<file path="src/rtl/sr_capture.sv">
`default_nettype none
// ============================================================================
// Module   : sr_capture
// Purpose  : Captures frames from a '595-style serial shift-register bus.
// Revision : 1.0 - initial release
// ============================================================================
module sr_capture #(
    parameter int WIDTH = 49,
    parameter int CNT_W = 7
) (
    input  logic             clk,
    input  logic             reset,
    input  logic             ds,
    input  logic             shcp,
    input  logic             stcp,
    input  logic             mr,
    output logic [WIDTH-1:0] frame,
    output logic             frame_valid,
    output logic [CNT_W-1:0] bit_count,
    output logic             len_err,
    output logic             overflow
);

    typedef enum logic [1:0] {
        ST_IDLE    = 2'd0,
        ST_SHIFT   = 2'd1,
        ST_LATCHED = 2'd2
    } state_t;

    localparam logic [CNT_W-1:0] c_width_cnt = CNT_W'(WIDTH);
    localparam logic [CNT_W-1:0] c_one_cnt   = CNT_W'(1);

    logic             r_ds_meta,   r_ds_sync;
    logic             r_mr_meta,   r_mr_sync;
    logic             r_shcp_meta, r_shcp_sync, r_shcp_prev;
    logic             r_stcp_meta, r_stcp_sync, r_stcp_prev;
    logic [WIDTH-1:0] r_sreg;
    state_t           r_state;

    logic             w_shcp_edge;
    logic             w_stcp_edge;
    logic             w_latch;
    logic             w_ovf_set;
    logic [WIDTH-1:0] w_sreg_next;
    logic [CNT_W-1:0] w_cnt_inc;
    logic [CNT_W-1:0] w_cnt_next;

    // Clock-line synchronizers reset high so a line held high through reset
    // does not look like a rising edge once reset is released.
    always_ff @(posedge clk or posedge reset) begin
        if (reset) begin
            r_ds_meta   <= 1'b0;
            r_ds_sync   <= 1'b0;
            r_mr_meta   <= 1'b0;
            r_mr_sync   <= 1'b0;
            r_shcp_meta <= 1'b1;
            r_shcp_sync <= 1'b1;
            r_shcp_prev <= 1'b1;
            r_stcp_meta <= 1'b1;
            r_stcp_sync <= 1'b1;
            r_stcp_prev <= 1'b1;
        end else begin
            r_ds_meta   <= ds;
            r_ds_sync   <= r_ds_meta;
            r_mr_meta   <= mr;
            r_mr_sync   <= r_mr_meta;
            r_shcp_meta <= shcp;
            r_shcp_sync <= r_shcp_meta;
            r_shcp_prev <= r_shcp_sync;
            r_stcp_meta <= stcp;
            r_stcp_sync <= r_stcp_meta;
            r_stcp_prev <= r_stcp_sync;
        end
    end

    always_comb begin
        w_shcp_edge = r_shcp_sync & ~r_shcp_prev;
        w_stcp_edge = r_stcp_sync & ~r_stcp_prev;
        w_sreg_next = w_shcp_edge ? {r_ds_sync, r_sreg[WIDTH-1:1]} : r_sreg;
        w_cnt_inc   = (bit_count == {CNT_W{1'b1}}) ? bit_count : bit_count + c_one_cnt;
        w_cnt_next  = bit_count;
        if (w_shcp_edge) begin
            w_cnt_next = (r_state == ST_LATCHED) ? c_one_cnt : w_cnt_inc;
        end
        // Shifting past a full frame; a restart from LATCHED never overflows.
        w_ovf_set = w_shcp_edge && (r_state != ST_LATCHED) && (bit_count >= c_width_cnt);
        w_latch   = w_stcp_edge && (r_state != ST_LATCHED);
    end

    always_ff @(posedge clk or posedge reset) begin
        if (reset) begin
            r_sreg      <= '0;
            frame       <= '0;
            frame_valid <= 1'b0;
            bit_count   <= '0;
            len_err     <= 1'b0;
            overflow    <= 1'b0;
            r_state     <= ST_IDLE;
        end else if (!r_mr_sync) begin
            r_sreg      <= '0;
            frame_valid <= 1'b0;
            bit_count   <= '0;
            overflow    <= 1'b0;
            r_state     <= ST_IDLE;
        end else begin
            frame_valid <= 1'b0;
            r_sreg      <= w_sreg_next;
            bit_count   <= w_cnt_next;
            if (w_ovf_set) begin
                overflow <= 1'b1;
            end
            // Latch sees the post-shift register and count when edges coincide.
            if (w_latch) begin
                frame       <= w_sreg_next;
                frame_valid <= 1'b1;
                len_err     <= (w_cnt_next != c_width_cnt);
                r_state     <= ST_LATCHED;
            end else if (w_shcp_edge) begin
                r_state <= ST_SHIFT;
            end
        end
    end

endmodule
`default_nettype wire

</file>
<file path="config.mk">
export PLATFORM = sky130hd
export DESIGN_NAME = sr_capture
export DESIGN_NICKNAME = d
export VERILOG_FILES = /design/src/rtl/sr_capture.sv
export SDC_FILE = /design/constraint.sdc
export NUM_CORES = 1
export LEC_CHECK = 0
export ABC_CLOCK_PERIOD_IN_PS = 3300
export BUFFER_PORTS_ARGS = -buffer_cell sky130_fd_sc_hd__buf_2
export CAP_MARGIN = 20
export CORE_MARGIN = 3
export CORE_UTILIZATION = 30
export DETAILED_ROUTE_END_ITERATION = 8
export GPL_ROUTABILITY_DRIVEN = 1
export HOLD_SLACK_MARGIN = 0.05
export SYNTH_ARGS = -nofsm -noshare
export SYNTH_HDL_FRONTEND = slang
export SYNTH_SLANG_ARGS = --single-unit
</file>
<file path="constraint.sdc">
create_clock -name clk -period 3.3 [get_ports clk]
set_clock_uncertainty 0.1 [all_clocks]
set_input_delay 0.165 -clock clk [delete_from_list [all_inputs] [get_ports clk]]
set_output_delay 0.165 -clock clk [all_outputs]
set_load 0.02 [all_outputs]
</file>
==> impl_metrics.tcl <==
set metrics [dict create \
    status "complete, no violations" \
    finish.utilization_pct 38.6 \
    synth.distinct_cells 40 \
    synth_area_leaders "dfrtp_1, mux2i_1, nor2b_1" \
    fin_ws_ns 1.09 \
    netlist.area_leader.share_pct 59.1 \
    h-tree-depth 4 \
    synth_cells 407 \
    fin_crit_sh_pct 67.0 \
    finalSetupViolCount 0 \
    highest_layer "met4" \
    rsz0062_at_grt "no" \
    route.final.wire_length_mm 9.33 \
    area_delta_synth_final_pct 23.8 \
    clock_path_buffers 2 \
    clock.fmax_ghz 0.452 \
    antenna_found_initial 0 \
    cts_tree "built" \
    synth_top_family_by_area "simple AND/OR/NAND/NOR gates" \
    n_antenna_cell 0 \
    synth-adder-area-share_pct 0.518 \
    synth_edf_count 0 \
    cts_resized 0 \
    synth_ff_type "dfrtp_1" \
    synth-compound-area-share_pct 8.24 \
    fillers 1521 \
    drt-vias-per-instance 4.41 \
    synthMuxAreaShare_pct 10.4 \
    hold_violations 0 \
    ys_seq_elements 120 \
    clock_latency_ns 0.40 \
    grt_max_degree 82 \
    drv_slew 0 \
    ys_seq_area_share_pct 62.3 \
    die_y_um 133 \
    crit_required_ns 3.47 \
    netlist_area_um2 4830 \
    grt_pass1_vias 3215 \
    drv_cap 0 \
    ir_worst_vdd_mv 0.354 \
    grt_pass1_wl_mm 16.0 \
    syn-num-nets 415 \
    crit_type "flop to flop" \
    ant_nets 0 \
    setup_tns_ns 0 \
    tightest_slew_ns 0.795 \
    coreArea_um2 15500 \
    synth_area_per_cell_um2 11.9 \
    num_vias 3085 \
    yosysWarnings 0 \
    layout-drive-gt1-share_pct 23.7 \
    synthArstFlopShare_pct 100 \
    route.met2.wl_mm 4.29 \
    power_density_nw_per_um2 577 \
    root_buffer "clkbuf_16" \
    layout.nets 484 \
    drt-initial-drc-count 143 \
    wl_per_cell_um 13.3 \
    yosys.area.top_type "dfrtp_1" \
    grt_overflow 0 \
    hold-worst-slack_ns 0.139 \
    drc 0 \
    dpl.hpwl_mm 6.06 \
    r2r_cells 6 \
    die_w_um 133 \
    place_ws_ns 1.13 \
    placementRows 45 \
    worstPathMaxFanout 10 \
    cp.arrival_ns 2.39 \
    synth-xor-area-share_pct 0.181 \
    wl_met3_um 495 \
    fin_crit_ns 2.21 \
    die_area_um2 17700 \
    wl_met1_mm 4.39 \
    routabilityCongestion 0.802 \
    cts_buffers 17 \
    max_slew_margin_pct 46.9 \
    drtPass1Iterations 4 \
    cp-start-kind "flop" \
    hold_class "input pin to async pin" \
    clkSinkCount 120 \
    clk_pin_slew_worst_paths_ns 0.05 \
    io_buffers 64 \
    io_pins 65 \
    p_leak_nw 2.97 \
    endpoint_kind "flop" \
    initial_core_util_pct 31.2 \
    yosys.area_share.simple_pct 14.6 \
    grt_use_total_pct 11.4 \
]
-- per-stage QoR --
step           instance area (um^2)  instances  total power [mW]
2_1_floorplan                  4830        407              1.63
3_3_place_gp                   5310        662              1.66
3_5_place_dp                   5310        662              1.66
4_1_cts                        5960        699              3.51
5_1_grt                        5980        700              3.60
6_report                       5980        700              3.45
-- critical path, cell delays in order (launching register included) --
cell and delay [ns]:
dfrtp_1 0.58, ha_1 0.33, nand2_1 0.13, a2111oi_4 0.34
nor4_1 0.09, nor4b_1 0.36, a31oi_1 0.14
-- power breakdown --
group | leakage (nW) | switching, mW | total (mW) | internal [mW]
Sequential | 1.64 | 0.00929 | 1.50 | 1.49
Clock | 0.296 | 0.608 | 1.81 | 1.20
Combinational | 1.04 | 0.0905 | 0.139 | 0.0489
-- placed cells by master, fill, tap and decap left out, types with 3 or more instances in the layout --
cell type and n:
a21oi_1 7, a31oi_1 4, buf_2 64, buf_4 5
clkbuf_16 17, clkbuf_8 5, clkinv_2 6, dfrtp_1 114
dfstp_2 6, dlygate4sd3_1 5, mux2i_1 50, nand2_1 53
nor2_1 8, nor2b_1 52, nor3b_1 3, nor4_1 3
o21ai_0 5, o21ai_1 49
-- layout make-up --
type	instances	area (um^2)	area share (%)
tap	211	264	4.42
timing repair buffer	76	448	7.49
multi-input combinational	257	1640	27.5
inverter	4	20.0	0.335
sequential	120	3010	50.4
clock inverter	8	92.6	1.55
clock buffer	24	502	8.39
-- flip-flops by register name, summed over array words and instances (netlist names) --
name and flops:
r_state 2, frame_valid 1, r_shcp_prev 1, r_ds_meta 1, r_sreg 49, r_stcp_sync 1
r_mr_sync 1, r_ds_sync 1, overflow 1, frame 49, r_mr_meta 1, r_shcp_meta 1
r_stcp_prev 1, bit_count 7, r_shcp_sync 1, len_err 1, r_stcp_meta 1
-- repair_timing --
item	in CTS	in global routing
hold buffers	5	0
buffers inserted	0	0
hold endpoints to repair	49	0
-- synthesized netlist by cell type (all sizes together), types with 3 or more instances --
cell type,instances
buf,19
a21oi,7
nor3b,3
o21ai,54
mux2i,50
a31oi,4
nor2,8
nand2,54
nor2b,52
clkbuf,7
dfstp,6
nor4,3
dfrtp,114
inv,3
-- per-layer routing --
| layer | vias to the layer above | global-route usage, % |
|---|---|---|
| met4 | 0 | 5.02 |
| met1 | 1500 | 14.2 |
| met3 | 13 | 4.41 |
| met5 | - | 0 |
| li1 | 1516 | - |
| met2 | 56 | 17.5 |
-- worst paths after layout --
path,startpoint,end,slack (ns)
setup / recovery,bit_count[0]$_DFF_PP0_,len_err$_DFFE_PP0P_,1.09
hold / removal,reset,frame[29]$_DFFE_PP0P_,0.14
max in group asynchronous,reset,r_shcp_prev$_DFF_PP1_,2.37
min in group clk,r_mr_meta$_DFF_PP0_,r_mr_sync$_DFF_PP0_,0.25
hold reg to reg,r_mr_meta$_DFF_PP0_,r_mr_sync$_DFF_PP0_,0.25
setup reg to reg,bit_count[0]$_DFF_PP0_,len_err$_DFFE_PP0P_,1.09
-- kinds of logic after synthesis --
kind of cell               Yosys count
AOI/OAI and AO/OA                   71
xor gates and xnor gates             1
adders and majority gates            2
buffers and inverters               30
DFF                                120
muxes                               50
and+or+nand+nor                    133
(Power assumes the default switching activity.)
